### src/rtl/bin_to_bcd_seq.sv
// Sequential binary-to-BCD converter: shift-and-add-3, one input bit per clock,
// with valid/ready handshakes on both sides.
module bin_to_bcd_seq #(
    parameter int BIN_W  = 8,
    parameter int DIGITS = 3
) (
    input  logic                  clk,
    input  logic                  rst_n,
    input  logic                  in_valid,
    output logic                  in_ready,
    input  logic [BIN_W-1:0]      bin_in,
    output logic                  out_valid,
    input  logic                  out_ready,
    output logic [4*DIGITS-1:0]   bcd_out,
    output logic                  ovf
);

    localparam int CNT_W = $clog2(BIN_W + 1);
    localparam int BCD_W = 4 * DIGITS;

    typedef enum logic [1:0] {IDLE, SHIFT, DONE} state_t;

    state_t             state_q, state_d;
    logic [BIN_W-1:0]   bin_q, bin_d;
    logic [BCD_W-1:0]   dig_q, dig_d;
    logic               flag_q, flag_d;
    logic [CNT_W-1:0]   cnt_q, cnt_d;
    logic [BCD_W-1:0]   bcd_q, bcd_d;
    logic               ovf_q, ovf_d;

    logic [BCD_W-1:0]   dig_adj;
    logic [BCD_W-1:0]   dig_sh;
    logic               carry_out;

    // Digit correction is per-nibble; no carry crosses digit boundaries.
    always_comb begin
        dig_adj = dig_q;
        for (int k = 0; k < DIGITS; k++) begin
            if (dig_q[4*k +: 4] >= 4'd5) begin
                dig_adj[4*k +: 4] = dig_q[4*k +: 4] + 4'd3;
            end
        end
        dig_sh    = {dig_adj[BCD_W-2:0], bin_q[BIN_W-1]};
        carry_out = dig_adj[BCD_W-1];
    end

    always_comb begin
        state_d = state_q;
        bin_d   = bin_q;
        dig_d   = dig_q;
        flag_d  = flag_q;
        cnt_d   = cnt_q;
        bcd_d   = bcd_q;
        ovf_d   = ovf_q;
        case (state_q)
            IDLE: begin
                if (in_valid) begin
                    bin_d   = bin_in;
                    dig_d   = '0;
                    flag_d  = 1'b0;
                    cnt_d   = '0;
                    state_d = SHIFT;
                end
            end
            SHIFT: begin
                dig_d  = dig_sh;
                bin_d  = bin_q << 1;
                flag_d = flag_q | carry_out;
                cnt_d  = cnt_q + 1'b1;
                // Last shift publishes straight from the shifted value.
                if (cnt_q == CNT_W'(BIN_W - 1)) begin
                    bcd_d   = dig_sh;
                    ovf_d   = flag_q | carry_out;
                    state_d = DONE;
                end
            end
            DONE: begin
                if (out_ready) begin
                    state_d = IDLE;
                end
            end
            default: state_d = IDLE;
        endcase
    end

    always_ff @(posedge clk or negedge rst_n) begin
        if (!rst_n) begin
            state_q <= IDLE;
            bin_q   <= '0;
            dig_q   <= '0;
            flag_q  <= 1'b0;
            cnt_q   <= '0;
            bcd_q   <= '0;
            ovf_q   <= 1'b0;
        end else begin
            state_q <= state_d;
            bin_q   <= bin_d;
            dig_q   <= dig_d;
            flag_q  <= flag_d;
            cnt_q   <= cnt_d;
            bcd_q   <= bcd_d;
            ovf_q   <= ovf_d;
        end
    end

    assign in_ready  = rst_n && (state_q == IDLE);
    assign out_valid = (state_q == DONE);
    assign bcd_out   = bcd_q;
    assign ovf       = ovf_q;

endmodule

### config.mk
export PLATFORM = sky130hd
export DESIGN_NAME = bin_to_bcd_seq
export DESIGN_NICKNAME = d
export VERILOG_FILES = /design/src/rtl/bin_to_bcd_seq.sv
export SDC_FILE = /design/constraint.sdc
export NUM_CORES = 1
export LEC_CHECK = 0
export BUFFER_PORTS_ARGS = -buffer_cell sky130_fd_sc_hd__buf_2
export CAP_MARGIN = 20
export CORE_MARGIN = 2
export CORE_UTILIZATION = 45
export CTS_BUF_LIST = sky130_fd_sc_hd__clkbuf_2
export CTS_CLUSTER_SIZE = 20
export DETAILED_ROUTE_END_ITERATION = 7
export PLACE_DENSITY = 0.71
export SLEW_MARGIN = 25
export SYNTH_ARGS = -nofsm -noshare
export SYNTH_HDL_FRONTEND = slang
export SYNTH_SLANG_ARGS = --single-unit
export TNS_END_PERCENT = 1
### constraint.sdc
create_clock -name clk -period 2.1 [get_ports clk]
set_clock_uncertainty 0.15 [all_clocks]
set_input_delay 0.315 -clock clk [delete_from_list [all_inputs] [get_ports clk]]
set_output_delay 0.315 -clock clk [all_outputs]
set_load 0.01 [all_outputs]
==> results_dict.tcl <==
set metrics [dict create \
    gp_congestion 0.749 \
    min_path_cells 3 \
    clkLatencyLatePin_ns 0.39 \
    synth_fp_nets 204 \
    crit_slowest_cell "dfrtp_1" \
    combPwrFrac_pct 47.9 \
    synthCells 185 \
    synth_area_mm2 0.00196 \
    most-common-layout-cells "40 x dfrtp_1, 26 x buf_2, 24 x o21ai_0" \
    tightest_slew_ns 0.961 \
    worstSetupStartpointType "flop" \
    worstPathCellList "buf_4, nor3b_1, buf_2" \
    r2r-end "dig_q[11]" \
    die_w_um 70.1 \
    p_int_mw 1.98 \
    dpl.hpwl_um 2400 \
    die-area_mm2 0.00491 \
    grt_pass1_vias 1332 \
    ys_ff_latch 40 \
    p_leak_nw 1.02 \
    worst-setup-path-type "reg2out" \
    regToRegSetupSlack_ns 0.37 \
    syn_to_final_growth_pct 11.0 \
    pwr-share-seq_pct 42.1 \
    cp_data_arrival_time_ns 1.43 \
    layout_commonest_cell "dfrtp_1" \
    p_sw_mw 1.33 \
    cts_num_sinks 40 \
    fin_nets 233 \
    whs_endpoint "state_q[1]" \
    vias 1388 \
    drc 0 \
    multiInputGateArea_um2 870 \
    wl_um 3550 \
    hold_start "out_ready" \
    grt_setup_unrepaired "false" \
    worstReg2RegStart "state_q[0]" \
    cts_tree "built" \
    share_clk_of_total_power_pct 10.0 \
    synth-async-reset-ratio_pct 100 \
    ctsHtreeMaxLevel 2 \
    synth_edf_count 0 \
    synth_ff_type "dfrtp_1" \
    first_pass_iters 5 \
    post_drt_wl_per_cell_um 13.3 \
    initial_utilization_pct 46.1 \
    cpPeakStageDelay_ns 0.45 \
    path_max_fanout 18 \
    globalRouteOverflowTotal 0 \
    track_usage_pct 15.6 \
    design.core.area_mm2 0.00426 \
    clock_path_buffers 2 \
    yosysWarningCount 0 \
    viasPerCell 5.20 \
    reg2regPathDepth 3 \
    grt_pass1_wl_um 6200 \
    grt_max_degree 41 \
    port_buffers 26 \
    antenna_cells 0 \
    synth_cell_types 27 \
    yosysSeqAreaShare_pct 51.0 \
    antenna_found_initial 0 \
    period_share_pct 90.3 \
    fmax_ghz 0.527 \
    setup_viol 0 \
    peakVddDrop_uv 659 \
    maxCapViolations 0 \
    drv_slew 0 \
    cts_root_buf "clkbuf_2" \
    post_cts_buffers 0 \
    cts.reportedPaths.clkPinSlew_ns 0.18 \
    hold_violations 0 \
    end_kind "primary output" \
    cts_buffers 5 \
    switching_share_pct 40.3 \
    required_ns 1.63 \
    die_y_um 70.1 \
    io_pins 27 \
    avgSynthCellArea_um2 10.6 \
    fillers 396 \
    seqCellArea_mm2 0.00100 \
    antenna_left 0 \
    post-route-min-period_ns 1.90 \
    rows 24 \
    synth_largest_area_cell "dfrtp_1" \
    synth.top_cell.area_share_pct 51.0 \
    utilization_pct 51.1 \
    status "finished, final reports clean" \
    max_slew_margin_pct 35.9 \
    p_per_area_mw_per_mm2 1520 \
    setup_tns_ns 0 \
    drive_gt1_share_pct 24.2 \
    drt_iter0_markers 88 \
    worstHoldPathType "in2reg" \
    synth_area_leaders "dfrtp_1 51%, o21ai_0 6.1%, mux2_4 5.4%, ha_1 4.5%, a22o_1 4.0%" \
]
worst max-delay path: cells and delay by family (launching register included):
family | cells | cell delay, ns
simple gates | 1 | 0.22
buf+inv | 2 | 0.38
flops | 1 | 0.45
sequential cells by signal, indices dropped and copies added, names as in the netlist:
register / cells
bcd_out: 12
dig_q: 12
cnt_q: 4
bin_q: 8
state_q: 2
ovf: 1
flag_q: 1
power by group through the flow:
stage	Combinational [mW]	Sequential [mW]	Clock, mW
after CTS	1.61	1.40	0.350
after floorplan	1.21	1.41	0
after global placement	1.56	1.40	0
after detailed placement	1.60	1.42	0
final	1.59	1.39	0.330
after global routing	1.81	1.45	0.377
how the worst max path moves through the flow:
stage | start | endpoint
5_1_grt | state_q[0] | in_ready
3_3_place_gp | in_valid | dig_q[7]
4_1_cts | state_q[0] | in_ready
2_1_floorplan | dig_q[4] | bcd_out[6]
6_report | state_q[0] | in_ready
3_5_place_dp | in_valid | cnt_q[2]
cells by family after synthesis:
logic type	after synthesis	synth area share, %
AO/OA/AOI/OAI	57	18.0
XOR/XNOR	3	1.34
multiplexers	10	6.88
flip-flops	40	51.0
buffers and inverters	18	4.78
adder cells (fa/ha/maj)	7	4.46
AND/OR/NAND/NOR	50	13.6
metal layers:
metal  vias to the layer above  global-route usage, %  part of all wire [%]
met5                         -                      0                     0
met4                         0                   5.77                   1.7
met3                         7                   3.61                   5.2
met2                        41                   22.9                    43
met1                       633                   22.7                    50
li1                        707                      -                     -
cells in the mapped netlist, types with 3 or more instances:
master	number
dfrtp_1	40
o21ai_0	24
nand2_1	16
a21oi_1	11
a22o_1	9
inv_1	9
nor2_1	9
nor3b_1	9
ha_1	7
mux2_4	7
a31oi_1	5
buf_4	4
nand2b_1	4
nor3_1	4
a21oi_2	3
buf_2	3
mux2i_1	3
nor2b_1	3
or3b_2	3
xnor2_1	3
area by class of cell:
| type | instances | share of cell area, % |
|---|---|---|
| clock buffer | 6 | 1.38 |
| clock inverter | 2 | 0.516 |
| inverter | 9 | 1.55 |
| multi-input combinational | 127 | 39.9 |
| sequential | 40 | 45.9 |
| tap | 52 | 2.98 |
| timing repair buffer | 31 | 7.80 |
timing repair:
action | CTS | global route
hold buffers | 1 | 0
hold endpoints to repair | 40 | 0
resized for setup | 0 | 0
metrics by stage:
stage / hold WS, ns / power (mW) / instance area [um2] / cells / worst slack (ns)
2_1_floorplan: -0.131 / 2.63 / 1960 / 185 / 0.551
3_3_place_gp: 0.314 / 2.96 / 2130 / 258 / 0.392
3_5_place_dp: 0.316 / 3.02 / 2130 / 258 / 0.369
4_1_cts: 0.0244 / 3.36 / 2180 / 267 / 0.187
5_1_grt: 0.0484 / 3.63 / 2180 / 267 / 0.0794
6_report: 0.0416 / 3.31 / 2180 / 267 / 0.203
(Power assumes the default switching activity.)
